$ cat config.mk
export PLATFORM = sky130hd
export DESIGN_NAME = framing_1024_frame_reader
export DESIGN_NICKNAME = d
export VERILOG_FILES = /design/src/rtl/framing_pkg.sv /design/src/rtl/framing_skid_buf.sv /design/src/rtl/framing_1024_frame_reader.sv
export SDC_FILE = /design/constraint.sdc
export NUM_CORES = 1
export LEC_CHECK = 0
export ABC_AREA = 1
export CAP_MARGIN = 20
export CORE_ASPECT_RATIO = 0.5
export CORE_MARGIN = 3
export CORE_UTILIZATION = 40
export CTS_CLUSTER_SIZE = 10
export DETAILED_ROUTE_END_ITERATION = 8
export PLACE_DENSITY = 0.65
export SETUP_SLACK_MARGIN = 0.4
export SLEW_MARGIN = 10
export SYNTH_ARGS = -nofsm -noshare
export SYNTH_HDL_FRONTEND = slang
export SYNTH_SLANG_ARGS = --single-unit
export TNS_END_PERCENT = 5
$ cat constraint.sdc
create_clock -name rd_clk -period 2.45 [get_ports rd_clk]
set_input_delay 0.49 -clock rd_clk [delete_from_list [all_inputs] [get_ports rd_clk]]
set_output_delay 0.49 -clock rd_clk [all_outputs]
set_load 0.01 [all_outputs]
$ cat src/rtl/framing_pkg.sv
// Shared types and default sizes for the framing FIFO read-side consumer.
package framing_pkg;

    typedef enum logic [1:0] {
        IDLE  = 2'd0,
        BURST = 2'd1,
        DONE  = 2'd2
    } state_e;

    localparam int DATA_W_DEF    = 32;
    localparam int DEPTH_W_DEF   = 10;
    localparam int FRAME_LEN_DEF = 1024;
    localparam int FCNT_W_DEF    = 16;

    // Sample counters must hold FRAME_LEN itself, not just FRAME_LEN-1.
    localparam int CNT_W_DEF = $clog2(FRAME_LEN_DEF) + 1;

    function automatic int cnt_width(input int frame_len);
        return $clog2(frame_len) + 1;
    endfunction

endpackage

$ cat src/rtl/framing_skid_buf.sv
// Two-entry valid/ready buffer that absorbs the FIFO's one-cycle read latency.
// Entry "head" drives the outputs directly, so the presented sample and its
// sideband are register outputs and hold still under backpressure.
module framing_skid_buf
    import framing_pkg::*;
#(
    parameter int DATA_W = DATA_W_DEF,
    parameter int IDX_W  = DEPTH_W_DEF
) (
    input  logic              clk,
    input  logic              rst_n,
    input  logic              wr_i,
    input  logic [DATA_W-1:0] wr_data_i,
    input  logic              wr_first_i,
    input  logic              wr_last_i,
    input  logic [IDX_W-1:0]  wr_index_i,
    input  logic              ready_i,
    output logic              valid_o,
    output logic [DATA_W-1:0] data_o,
    output logic              first_o,
    output logic              last_o,
    output logic [IDX_W-1:0]  index_o,
    output logic [1:0]        occ_o
);

    localparam int PW = DATA_W + 2 + IDX_W;

    logic [PW-1:0] head_q;
    logic [PW-1:0] tail_q;
    logic [1:0]    occ_q;
    logic [PW-1:0] wr_pl;
    logic          pop;

    assign wr_pl   = {wr_data_i, wr_first_i, wr_last_i, wr_index_i};
    assign valid_o = (occ_q != 2'd0);
    assign pop     = valid_o & ready_i;
    assign occ_o   = occ_q;

    assign {data_o, first_o, last_o, index_o} = head_q;

    // Occupancy and entry update; a write while full would drop a sample.
    always_ff @(posedge clk or negedge rst_n) begin
        if (!rst_n) begin
            head_q <= '0;
            tail_q <= '0;
            occ_q  <= 2'd0;
        end else begin
            assert (!(wr_i && (occ_q == 2'd2)));
            case ({wr_i, pop})
                2'b10: begin
                    if (occ_q == 2'd0) head_q <= wr_pl;
                    else               tail_q <= wr_pl;
                    occ_q <= occ_q + 2'd1;
                end
                2'b01: begin
                    if (occ_q == 2'd2) head_q <= tail_q;
                    occ_q <= occ_q - 2'd1;
                end
                2'b11: begin
                    if (occ_q == 2'd1) begin
                        head_q <= wr_pl;
                    end else begin
                        head_q <= tail_q;
                        tail_q <= wr_pl;
                    end
                end
                default: ;
            endcase
        end
    end

endmodule

$ cat src/rtl/framing_1024_frame_reader.sv
// Read-side frame reader: waits for a full frame in the framing FIFO, bursts
// exactly FRAME_LEN reads, and streams them out with first/last/index sideband.
//
// state | meaning
// IDLE  | waiting for en and a full frame in the FIFO; counters cleared
// BURST | issuing reads and emitting samples until the last one is accepted
// DONE  | one cycle; bump the completed-frame counter
module framing_1024_frame_reader
    import framing_pkg::*;
#(
    parameter int DATA_W    = DATA_W_DEF,
    parameter int DEPTH_W   = DEPTH_W_DEF,
    parameter int FRAME_LEN = FRAME_LEN_DEF,
    parameter int FCNT_W    = FCNT_W_DEF
) (
    input  logic               rd_clk,
    input  logic               rd_rst_n,
    input  logic               en,
    output logic               fifo_rd_en,
    input  logic [DATA_W-1:0]  fifo_rd_data,
    input  logic               fifo_rd_empty,
    input  logic [DEPTH_W:0]   fifo_rd_water_level,
    output logic [DATA_W-1:0]  frm_data,
    output logic               frm_valid,
    input  logic               frm_ready,
    output logic               frm_first,
    output logic               frm_last,
    output logic [DEPTH_W-1:0] frm_index,
    output logic [FCNT_W-1:0]  frame_cnt,
    output logic               busy,
    output logic               underrun_err
);

    localparam int CNT_W = cnt_width(FRAME_LEN);
    localparam int LVL_W = DEPTH_W + 1;

    state_e            state_q;
    logic [CNT_W-1:0]  issue_cnt_q;
    logic [CNT_W-1:0]  emit_cnt_q;
    logic              inflight_q;
    logic              underrun_q;
    logic [FCNT_W-1:0] frame_cnt_q;

    logic [1:0]        occ;
    logic              pop;
    logic              owe;
    logic              space_ok;
    logic              start;
    logic [CNT_W-1:0]  wr_idx;

    assign pop   = frm_valid & frm_ready;
    assign owe   = (issue_cnt_q < CNT_W'(FRAME_LEN));
    assign start = en & (fifo_rd_water_level >= LVL_W'(FRAME_LEN));

    // A slot is free if the buffer plus the read in flight leave room, counting
    // the entry that leaves this cycle.
    assign space_ok = ({1'b0, occ} + {2'b00, inflight_q}) < (3'd2 + {2'b00, pop});

    assign fifo_rd_en = (state_q == BURST) & owe & ~fifo_rd_empty & space_ok;

    // The word landing now was issued last cycle, so its index is one behind.
    assign wr_idx = issue_cnt_q - CNT_W'(1);

    assign busy         = (state_q != IDLE);
    assign frame_cnt    = frame_cnt_q;
    assign underrun_err = underrun_q;

    framing_skid_buf #(
        .DATA_W (DATA_W),
        .IDX_W  (DEPTH_W)
    ) u_buf (
        .clk        (rd_clk),
        .rst_n      (rd_rst_n),
        .wr_i       (inflight_q),
        .wr_data_i  (fifo_rd_data),
        .wr_first_i (wr_idx == '0),
        .wr_last_i  (wr_idx == CNT_W'(FRAME_LEN - 1)),
        .wr_index_i (DEPTH_W'(wr_idx)),
        .ready_i    (frm_ready),
        .valid_o    (frm_valid),
        .data_o     (frm_data),
        .first_o    (frm_first),
        .last_o     (frm_last),
        .index_o    (frm_index),
        .occ_o      (occ)
    );

    // Frame sequencing, read/accept counting and sticky underrun flag.
    always_ff @(posedge rd_clk or negedge rd_rst_n) begin
        if (!rd_rst_n) begin
            state_q     <= IDLE;
            issue_cnt_q <= '0;
            emit_cnt_q  <= '0;
            inflight_q  <= 1'b0;
            underrun_q  <= 1'b0;
            frame_cnt_q <= '0;
        end else begin
            inflight_q <= fifo_rd_en;
            case (state_q)
                IDLE: begin
                    issue_cnt_q <= '0;
                    emit_cnt_q  <= '0;
                    if (start) state_q <= BURST;
                end
                BURST: begin
                    if (fifo_rd_en) issue_cnt_q <= issue_cnt_q + CNT_W'(1);
                    if (pop)        emit_cnt_q  <= emit_cnt_q + CNT_W'(1);
                    if (owe && fifo_rd_empty) underrun_q <= 1'b1;
                    // Exit on the accept of the final sample; emit_cnt and the
                    // buffered last flag agree by construction.
                    if (pop && frm_last && (emit_cnt_q == CNT_W'(FRAME_LEN - 1)))
                        state_q <= DONE;
                end
                DONE: begin
                    frame_cnt_q <= frame_cnt_q + FCNT_W'(1);
                    state_q     <= IDLE;
                end
                default: state_q <= IDLE;
            endcase
        end
    end

endmodule

==> results.toml <==
[sta]
clock_skew_ns = 0.008464
drv_slew = 0
finalSetupTns_ns = 0
tightest_slew_ns = 0.5943
rsz0062_at_grt = "true"
hold_violations = 0
fin_crit_sh_pct = 88.20
slew_headroom_pct = 60.38
clock.fmax_mhz = 462.8
finalCriticalPeriod_ns = 2.161
setup_viol = 0
fin_ws_ns = 0.2891

[synth]
seq_area_frac_synth_pct = 51.50
async_reset_ff_share_pct = 100.0
ys.flop_type = "dfrtp_1"
synth_nets = 812
synthDistinctLibCells = 37
synth_top_area_share_pct = 51.50
ys_seq_elements = 132
yosysWarnings = 0
netlist_area_um2 = 6414
synth_area_leaders = "dfrtp_1 (52%), nand2_1 (12%), a22oi_1 (4.8%)"
synth_top_cell_by_area = "dfrtp_1"
synth_edf_count = 0
avgSynthCellArea_um2 = 8.563
postSynthCellCount = 749

[flow_run]
drv_cap = 0

[place]
gp_congestion = 0.8309
dpl_worst_slack_ns = -0.009937
post-dp-hpwl_mm = 10.40
port_buffers = 101

[clock_network]
root_buffer = "clkbuf_16"
path_clk_slew_ns = 0.06
cts_tree = "built"
clk-insertion-delay-late_ns = 0.41
cts_buffers = 17
clockBufferDepth = 2
clock-sinks = 132
ctsHtreeMaxLevel = 4

[grt]
grt_usage_pct = 18.78
grt_pass1_vias = 5353
grt_pass1_wl_mm = 26.55
antenna_found_initial = 0
grt_max_degree = 61
overflow = 0

[finish]
multiInputGateArea_um2 = 2780
layout.nets = 947
num_antenna_cells = 0
regArea_um2 = 3303
final_common_cell = "nand2_1"
fillers = 1367
final_util_pct = 56.73
layout_common_cells = "nand2_1 (210), dfrtp_1 (132), clkdlybuf4s50_1 (98)"
area_growth_pct = 37.40
drive_gt1_share_pct = 15.61

[drt]
route.detailed.drc = 0
drtIter0Drc = 376
wl_per_cell_um = 14.35
drtPass1Iterations = 5
postRouteAntennaNets = 0
viasPerCell = 4.980
wirelength_mm = 15.80
vias = 5483

[die]
die_w_um = 185.1
dieArea_um2 = 17680
die_h_um = 95.54
ios = 112
start_util_pct = 41.29
coreArea_um2 = 15530
num_rows = 32

[setup_path]
crit_type = "reg -> out"
crit_required_ns = 1.96
crit_path_start_kind = "flop"
end_kind = "output port"
cp_data_arrival_time_ns = 1.67
cp_max_fo = 3

[power]
ir_drop_mv = 0.5965
leakagePower_nw = 4.262
power_density_nw_per_um2 = 1329

[run_status]
status = "finished clean"

[hold_path]
hp-class = "in -> async"
## Yosys cell counts (7+ instances only)
master / number
inv_1: 82
o21ai_1: 7
a21oi_1: 58
inv_2: 8
o21ai_0: 22
xnor2_1: 8
buf_2: 8
nand2_1: 213
nand2_2: 7
nor2_1: 37
nand4_1: 12
nand3_1: 26
a22oi_1: 41
dfrtp_1: 132
ha_1: 15
xor2_1: 12
nor2_2: 7
clkbuf_1: 18
## power breakdown
group / switching (W) / internal [W]
sequential: 0.000491 / 0.00301
combinational: 0.00296 / 0.00260
clock: 0.000970 / 0.00168
## per-stage QoR
stage | power [W] | hold slack, ns | cells | instance area [um2]
4_1_cts | 0.01162 | 0.07334 | 1096 | 8693
3_5_place_dp | 0.008419 | 0.4637 | 1048 | 7835
6_report | 0.01171 | 0.05004 | 1101 | 8812
2_1_floorplan | 0.006404 | 0.1944 | 749 | 6440
5_1_grt | 0.01262 | 0.07612 | 1101 | 8812
3_3_place_gp | 0.008298 | 0.4593 | 1048 | 7835
## cells by family after synthesis
group	share of synthesized area, %
DFF	51.50
adders and majority gates	2.926
xor gates and xnor gates	2.985
buffers and inverters	7.550
AOI/OAI and AO/OA	12.84
and+or+nand+nor	22.20
## sequential cells by signal, summed over array words and instances, names as in the netlist
register and count:
u_buf.occ_o 2, emit_cnt_q 11, underrun_err 1, state_q 2, issue_cnt_q 11, u_buf.head_q 44
frame_cnt 16, u_buf.tail_q 44, inflight_q 1
## cell type report
class                           instances  area share [%]
Clock buffer                           20           5.296
Multi-Input combinational cell        496           31.55
Timing Repair Buffer                  146           17.11
Inverter                               91           3.933
Sequential cell                       132           37.48
Tap cell                              204           2.896
Clock inverter                         12           1.732
## final timing paths
check / slack [ns] / from / depth (start not counted) / end
max: 0.29 / u_buf.occ_o[0] / 7 / fifo_rd_en
min: 0.05 / rd_rst_n / 1 / u_buf.head_q[25]
max reg2reg: 0.37 / u_buf.occ_o[0] / 12 / u_buf.head_q[12]
min reg2reg: 0.47 / frame_cnt[15] / 1 / frame_cnt[15]
max in group asynchronous: 1.68 / rd_rst_n / 2 / u_buf.occ_o[1]
min in group rd_clk: 0.47 / frame_cnt[15] / 1 / frame_cnt[15]
## per-layer routing
layer | routed length, um | vias up | part of all wire [%] | track usage, %
met1 | 7535 | 2662 | 48 | 25.57
met2 | 7590 | 100 | 48 | 31.23
met3 | 543 | 16 | 3.4 | 3.468
met4 | 128 | 0 | 0.81 | 4.928
li1 | - | 2705 | - | -
met5 | 0 | - | 0 | 0
## worst max-delay path, cell delays in order, from the launching register on
cell,delay [ns]
dfrtp_1,0.41
buf_6,0.14
ha_4,0.16
ha_4,0.25
o21ai_2,0.05
nand2_2,0.09
inv_2,0.06
buf_6,0.11
## repair_timing
action,CTS,global route
hold buffers,0,0
pin swaps,6,4
setup endpoints to repair,91,102
gates cloned,2,0
resized for setup,26,21
buffers inserted,14,5
No activity file was read; power rests on OpenSTA's default activity.
